<file path="config.mk">
export PLATFORM = sky130hd
export DESIGN_NAME = tick_scheduler
export DESIGN_NICKNAME = d
export VERILOG_FILES = /design/src/rtl/tick_scheduler_pkg.sv /design/src/rtl/tick_scheduler_tick_gen.sv /design/src/rtl/tick_scheduler.sv
export SDC_FILE = /design/constraint.sdc
export NUM_CORES = 1
export LEC_CHECK = 0
export ABC_AREA = 1
export BUFFER_PORTS_ARGS = -buffer_cell sky130_fd_sc_hd__buf_2
export CORE_MARGIN = 2
export CORE_UTILIZATION = 55
export DETAILED_ROUTE_END_ITERATION = 7
export GPL_ROUTABILITY_DRIVEN = 0
export PLACE_DENSITY = 0.86
export SETUP_SLACK_MARGIN = 0.1
export SLEW_MARGIN = 20
export SYNTH_ARGS = -nofsm -noshare
export SYNTH_HDL_FRONTEND = slang
export SYNTH_SLANG_ARGS = --single-unit
</file>
<file path="constraint.sdc">
create_clock -name clk -period 1.64 [get_ports clk]
set_clock_uncertainty 0.1 [all_clocks]
set_input_delay 0.164 -clock clk [delete_from_list [all_inputs] [get_ports clk]]
set_output_delay 0.164 -clock clk [all_outputs]
set_load 0.1 [all_outputs]
</file>
<file path="src/rtl/tick_scheduler_pkg.sv">
// tick_scheduler_pkg: state encoding and default dividers for the time base
package tick_scheduler_pkg;
  typedef enum logic [1:0] {IDLE = 2'd0, RUN = 2'd1, PAUSE = 2'd2, STEP = 2'd3} state_t;
  localparam int SEC_DIV_DEF  = 100_000_000;
  localparam int SCAN_DIV_DEF = 100_000;
  localparam int SEC_W_DEF    = 27;
  localparam int SCAN_W_DEF   = 17;
endpackage

</file>
<file path="src/rtl/tick_scheduler_tick_gen.sv">
// tick_gen: modulo-DIV enable counter with a registered one-cycle tick on wrap
module tick_gen #(
  parameter int DIV = 4,
  parameter int W   = 2
) (
  input  logic clk,
  input  logic rst_n,
  input  logic en,
  input  logic clr,
  output logic tick
);
  logic [W-1:0] cnt;
  logic wrap;
  assign wrap = cnt == W'(DIV - 1);
  always_ff @(posedge clk) begin
    if (!rst_n || clr) begin
      cnt  <= '0;
      tick <= 1'b0;
    end else begin
      tick <= en && wrap;
      if (en) cnt <= wrap ? '0 : cnt + W'(1);
    end
  end
endmodule

</file>
<file path="src/rtl/tick_scheduler.sv">
// tick_scheduler: run/pause/step sequencer producing seconds and display-scan clock enables
import tick_scheduler_pkg::*;
module tick_scheduler #(
  parameter int SEC_DIV  = SEC_DIV_DEF,
  parameter int SCAN_DIV = SCAN_DIV_DEF,
  parameter int SEC_W    = SEC_W_DEF,
  parameter int SCAN_W   = SCAN_W_DEF
) (
  input  logic       clk,
  input  logic       rst_n,
  input  logic       start,
  input  logic       pause,
  input  logic       step,
  input  logic       clr,
  output logic       tick_sec,
  output logic       tick_scan,
  output logic [1:0] scan_sel,
  output logic [1:0] state,
  output logic       running
);
  state_t st, nxt;
  logic step_q, sec_tick;
  // gating en with pause/clr lets a pause at the terminal count freeze it without ticking
  tick_gen #(.DIV(SEC_DIV), .W(SEC_W)) u_sec (
    .clk(clk), .rst_n(rst_n),
    .en(st == RUN && !pause && !clr),
    .clr(clr || st == IDLE || st == STEP),
    .tick(sec_tick)
  );
  tick_gen #(.DIV(SCAN_DIV), .W(SCAN_W)) u_scan (
    .clk(clk), .rst_n(rst_n), .en(1'b1), .clr(1'b0), .tick(tick_scan)
  );
  always_comb begin
    nxt = st;
    if (clr) nxt = IDLE;
    else if (st == STEP) nxt = PAUSE;
    else if (pause) nxt = (st == RUN) ? PAUSE : st;
    else if (st != RUN) nxt = step ? STEP : start ? RUN : st;
  end
  always_ff @(posedge clk) begin
    if (!rst_n) begin
      st       <= IDLE;
      step_q   <= 1'b0;
      scan_sel <= 2'd0;
    end else begin
      st       <= nxt;
      step_q   <= nxt == STEP;
      scan_sel <= scan_sel + {1'b0, tick_scan};
    end
  end
  assign tick_sec = sec_tick | step_q;
  assign state    = st;
  assign running  = st == RUN;
endmodule

</file>
==> results of run 1 <==
area by class of cell:
type,instances,share of cell area
Sequential cell,51,0.324
Clock buffer,5,0.0210
Inverter,50,0.0588
Multi-Input combinational cell,276,0.490
Tap cell,54,0.0206
Clock inverter,3,0.00840
Timing Repair Buffer,34,0.0771
worst max-delay path, stage by stage, from the launching register on:
cell and delay [ns]:
dfxtp_1 0.44, nand2_1 0.12, nor2_4 0.13, nand4_1 0.26, buf_4 0.24, xor2_1 0.17, nor2_1 0.05
metrics by stage:
step / power, uW / hold WS (ns) / cell area (um2) / setup slack (ns)
2_1_floorplan: 1360 / 0.157 / 2680 / -0.418
3_3_place_gp: 1380 / 0.309 / 2860 / 0.0979
3_5_place_dp: 1380 / 0.316 / 2860 / 0.0516
4_1_cts: 2140 / 0.0542 / 2980 / 0.0997
5_1_grt: 2230 / 0.0862 / 3280 / -0.0960
6_report: 2150 / 0.0646 / 3280 / 0.0153
metal layers:
layer  global-route usage  up-vias
li1                     -     1274
met1                0.268     1211
met2                0.375       96
met3               0.0483       18
met4               0.0617        0
met5                    0        -
repair_timing:
item,4_1_cts,5_1_grt
endpoints found under the hold margin,1,0
pin swaps,1,20
buffers inserted,0,11
resized for setup,5,68
hold buffers,1,0
setup endpoints to repair,21,40
cell usage after synthesis (all sizes together):
library cell / n / area (um2)
a21oi: 18 / 90.1
and2: 2 / 12.5
buf: 2 / 18.8
dfxtp: 51 / 1020
ha: 3 / 37.5
inv: 50 / 188
mux2i: 1 / 10.0
nand2: 87 / 334
nand3: 26 / 155
nand4: 11 / 75.1
nor2: 83 / 368
nor2b: 1 / 6.26
nor3: 17 / 95.1
nor4: 2 / 12.5
o21ai: 3 / 18.8
o21bai: 2 / 15.0
or2: 4 / 25.0
xnor2: 3 / 26.3
xor2: 13 / 114
worst paths after layout:
path	slack [ns]	endpoint	startpoint
max	0.02	u_sec.cnt[9]	u_sec.cnt[3]
min	0.06	state[1]	clr
max reg2reg	0.02	u_sec.cnt[9]	u_sec.cnt[3]
min reg2reg	0.38	u_scan.cnt[16]	u_scan.cnt[16]
cells by family after synthesis:
group | count (synthesis) | synth area share
buffers and inverters | 52 | 0.0787
xor gates and xnor gates | 16 | 0.0534
muxes | 1 | 0.00382
adders and majority gates | 3 | 0.0143
AOI/OAI and AO/OA | 23 | 0.0472
DFF | 51 | 0.389
and+or+nand+nor | 233 | 0.413
registers in the layout, summed over array words and instances, names as in the netlist:
| signal | count |
|---|---|
| step_q | 1 |
| u_sec.cnt | 27 |
| scan_sel | 2 |
| state | 2 |
| u_scan.cnt | 17 |
| u_scan.tick | 1 |
| u_sec.tick | 1 |
power by group through the flow:
stage               Clock, uW  Combinational, uW  Sequential (uW)
finish                    786                115             1250
CTS                       786                102             1260
global placement            0               96.4             1280
detailed placement          0               99.1             1280
global route              848                126             1250
floorplan                   0               59.8             1300
placed cells by master, fill, tap and decap left out, drive strengths merged:
master and n:
nand2 87, nor2 83, inv 52, dfxtp 51, buf 33, nand3 26, a21oi 18, nor3 17
xor2 13, nand4 11, clkbuf 5, or2 4, xnor2 3, o21ai 3, ha 3, nor4 2
o21bai 2, and2 2, nor2b 1, mux2i 1, clkinvlp 1, dlygate4sd3 1
==> qor.yml, run 1 <==
outcome: "finished, final reports clean"
syn_inst: 379
synth_cell_types: 30
hold_viol: 0
vdd_ir_drop_max_v: 0.000441
drc: 0
start_kind: "flip-flop"
tns_ns: 0
endpoint_kind: "flip-flop"
clk_latency_ns: 0.32
relSlewSlack: 0.672
die_x_um: 73.1
clockPowerShare: 0.366
arrival_ns: 1.74
hold_class: "input port to flip-flop"
grt_pass1_vias: 2166
n_antenna_cell: 0
htree_levels: 2
io_buffers: 12
layout.area.seq_um2: 1060
rr_worst_depth: 6
io_pins: 13
dieArea_um2: 5340
wirelength_um: 6740
met3_length_um: 343
grtUsageTotal: 0.217
grt_start_max_net_pins: 19
highest_layer: "met4"
period_needed_ns: 1.62
final_nets: 427
critPathKind: "flip-flop to flip-flop"
synthesis.nets: 388
fin_cells: 473
cts_tree: "yes"
drive_gt1_frac: 0.298
p_switching_uw: 556
path_max_fanout: 4
leakage_uw: 0.00119
syn_area_per_cell_um2: 6.92
grt_pass1_wl_um: 9180
p_int_uw: 1600
cts-root-buf: "clkbuf_8"
maxCapViolCount: 0
netSwitchingFraction: 0.258
fillerInstances: 330
hold_path_depth: 4
period_share: 0.991
area_growth_pct: 25.0
maxSlewViolCount: 0
tightest_slew_ns: 0.488
drt_pre_antenna_iters: 5
wl_met1_um: 2810
ys_ff_latch: 51
pwr-share-seq: 0.581
dp_hpwl_um: 4140
cts.sinks: 51
die_h_um: 73.1
power_frac_comb: 0.054
vias: 2599
detail_route.iter0.violations: 227
cp.required_ns: 1.75
synth_warnings: 0
drt-wirelength-per-cell_um: 14.2
final_core_util: 0.703
antenna_found_initial: 0
ctsLongestPathBuffers: 2
max_freq_ghz: 0.616
cts_buffers: 5
viasPerCell: 5.49
multi_input_area_um2: 1610
met2_length_um: 3450
rows: 25
power_density_nw_per_um2: 656
initial_core_util: 0.563
rsz0062_at_grt: "true"
dp_cells: 453
grt_overflow: 0
ys_seq_area_frac: 0.389
netlist_area_um2: 2620
setup_viol: 0
antenna_left: 0
coreArea_um2: 4660
clk_pin_slew_ns: 0.11
(Power assumes the default switching activity.)
==> inputs of run 2 (changes only) <==
--- a/config.mk
+++ b/config.mk
@@ -6,7 +6,7 @@
 export NUM_CORES = 1
 export LEC_CHECK = 0
 export ABC_AREA = 1
-export BUFFER_PORTS_ARGS = -buffer_cell sky130_fd_sc_hd__buf_2
+export BUFFER_PORTS_ARGS = -buffer_cell sky130_fd_sc_hd__buf_4
 export CORE_MARGIN = 2
 export CORE_UTILIZATION = 55
 export DETAILED_ROUTE_END_ITERATION = 7
==> qor.yml, run 2 (same netlist as run 1, synthesis figures left out) <==
rrSetupSlack_ns: 0.07  # +0.05 ns
min_from: "clr"
critPathKind: "flip-flop to flip-flop"
hold_path_depth: 4  # unchanged
leakage_uw: 0.00117  # -1.6%
drt_pre_antenna_iters: 5  # unchanged
coreArea_um2: 4660  # unchanged
clk_latency_ns: 0.31  # about the same
drc: 0  # unchanged
dp_hpwl_um: 4000  # -3.4%
final_cell_mix: "80 x nand2_1, 61 x nor2_1, 44 x inv_1, 30 x dfxtp_1, 26 x buf_4"
multi_input_area_um2: 1580  # -1.8%
rsz0062_at_grt: "true"
wirelength_um: 6460  # -4.1%
start_kind: "flip-flop"
antenna_found_initial: 0  # unchanged
maxCapViolCount: 0  # unchanged
ctsLongestPathBuffers: 2  # unchanged
dp_cells: 450  # -0.66%
rr_worst_depth: 10  # +4
cts_buffers: 5  # unchanged
arrival_ns: 1.67  # -0.07 ns
final_nets: 425  # -0.47%
io_pins: 13  # unchanged
dieArea_um2: 5340  # unchanged
period_share: 0.958  # -0.0331
min_to: "state[0]"
outcome: "finished, final reports clean"
detail_route.iter0.violations: 282  # +24%
die_h_um: 73.1  # unchanged
hold_viol: 0  # unchanged
tightest_slew_ns: 0.412  # -0.0756 ns
final_core_util: 0.699  # -0.00403
grtUsageTotal: 0.217  # +0.000488
power_density_nw_per_um2: 657  # +0.11%
top_register: "u_sec.cnt"
period_needed_ns: 1.57  # -0.0542 ns
max_freq_ghz: 0.637  # +3.5%
reg.largest.list: "u_sec.cnt: 27 flops, u_scan.cnt: 17 flops"
cts.sinks: 51  # unchanged
io_buffers: 12  # unchanged
vias: 2621  # +0.85%
htree_levels: 2  # unchanged
clk_pin_slew_ns: 0.11  # about the same
layout.area.seq_um2: 1060  # +0.12%
die_x_um: 73.1  # unchanged
cts-root-buf: "clkbuf_8"
final_common_cell: "nand2_1"
initial_core_util: 0.563  # unchanged
cts_tree: "yes"
grt_pass1_vias: 2275  # +5.0%
fin_cells: 471  # -0.42%
viasPerCell: 5.56  # +1.3%
antenna_left: 0  # unchanged
rr_endpoint: "u_sec.cnt[22]"
relSlewSlack: 0.723  # +0.0508
setup_viol: 0  # unchanged
area_growth_pct: 24.3
hold_class: "input port to flip-flop"
grt_pass1_wl_um: 9290  # +1.2%
grt_overflow: 0  # unchanged
grt_start_max_net_pins: 19  # unchanged
fillerInstances: 336  # +1.8%
path_max_fanout: 7  # +3
drive_gt1_frac: 0.295  # -0.00337
largest_reg_flops: 27  # unchanged
rows: 25  # unchanged
endpoint_kind: "flip-flop"
maxSlewViolCount: 0  # unchanged
n_antenna_cell: 0  # unchanged
drt-wirelength-per-cell_um: 13.7  # -3.7%
cp.required_ns: 1.74  # about the same
vdd_ir_drop_max_v: 0.000637  # +44%
r2r_start: "u_sec.cnt[16]"
==> run 2: cell types whose count changed in the layout (fill, tap and decap cells not counted), sizes merged <==
| cell | before | now |
|---|---|---|
| clkinv | 0 | 1 |
| inv | 52 | 51 |
| buf | 33 | 31 |
==> run 2: how the worst max path moves through the flow <==
| stage | start | end | slack [ns] | cells after the start |
|---|---|---|---|---|
| 5_1_grt | u_sec.cnt[16] | u_sec.cnt[24] | -0.04 | 10 |
| 2_1_floorplan | state[0] | u_sec.cnt[23] | -0.42 | 10 |
| 6_report | u_sec.cnt[16] | u_sec.cnt[22] | 0.07 | 10 |
| 4_1_cts | u_sec.cnt[0] | u_sec.cnt[16] | 0.10 | 9 |
| 3_5_place_dp | u_sec.cnt[0] | u_sec.cnt[18] | 0.009 | 8 |
| 3_3_place_gp | u_sec.cnt[0] | u_sec.cnt[23] | 0.06 | 9 |
==> run 2: area by class of cell <==
type / instances / area share
Tap cell: 54 / 0.0207
Sequential cell: 51 / 0.326
Clock buffer: 5 / 0.0211
Clock inverter: 3 / 0.00845
Timing Repair Buffer: 32 / 0.0802
Inverter: 50 / 0.0591
Multi-Input combinational cell: 276 / 0.484
==> run 2: per-stage QoR <==
stage / hold slack, ns / area (um2) / TNS, ns / total power [uW] / setup WS (ns)
floorplan: 0.157 / 2680 / -7.36 / 1360 / -0.418
global placement: 0.284 / 2860 / 0 / 1390 / 0.0640
detailed placement: 0.289 / 2860 / 0 / 1390 / 0.00888
CTS: 0.0307 / 3010 / 0 / 2140 / 0.104
global route: 0.0471 / 3260 / -0.164 / 2210 / -0.0364
finish: 0.0299 / 3260 / 0 / 2140 / 0.0696
==> run 2: routing by layer <==
metal  vias up  GRT usage  share of wire
met5         -          0              0
met2       111      0.358           0.50
met3        30     0.0442          0.054
met4         0     0.0967          0.036
li1       1273          -              -
met1      1207      0.272           0.41
==> run 2: what timing repair did <==
action | CTS | global route
hold endpoints to repair | 2 | 0
resized for setup | 8 | 58
hold buffers | 1 | 0
pin swaps | 3 | 21
buffers inserted | 2 | 9
endpoints found under the setup margin | 20 | 39
gates cloned | 0 | 1
==> run 2: critical path, stage by stage, from the launching register on <==
cell	delay [ns]
dfxtp_1	0.42
nand2_1	0.11
inv_1	0.09
nand2_1	0.07
nor2_2	0.15
nand3_2	0.10
nor2_2	0.12
nor2_2	0.06
buf_4	0.16
nand2_1	0.06
nor2_1	0.03
==> run 2: power breakdown <==
| part | leakage, uW | internal (uW) | switching [uW] |
|---|---|---|---|
| logic | 0.000703 | 45.7 | 76.4 |
| clock network | 0.0000463 | 314 | 454 |
| registers | 0.000423 | 1240 | 11.6 |
| total | 0.00117 | 1600 | 542 |
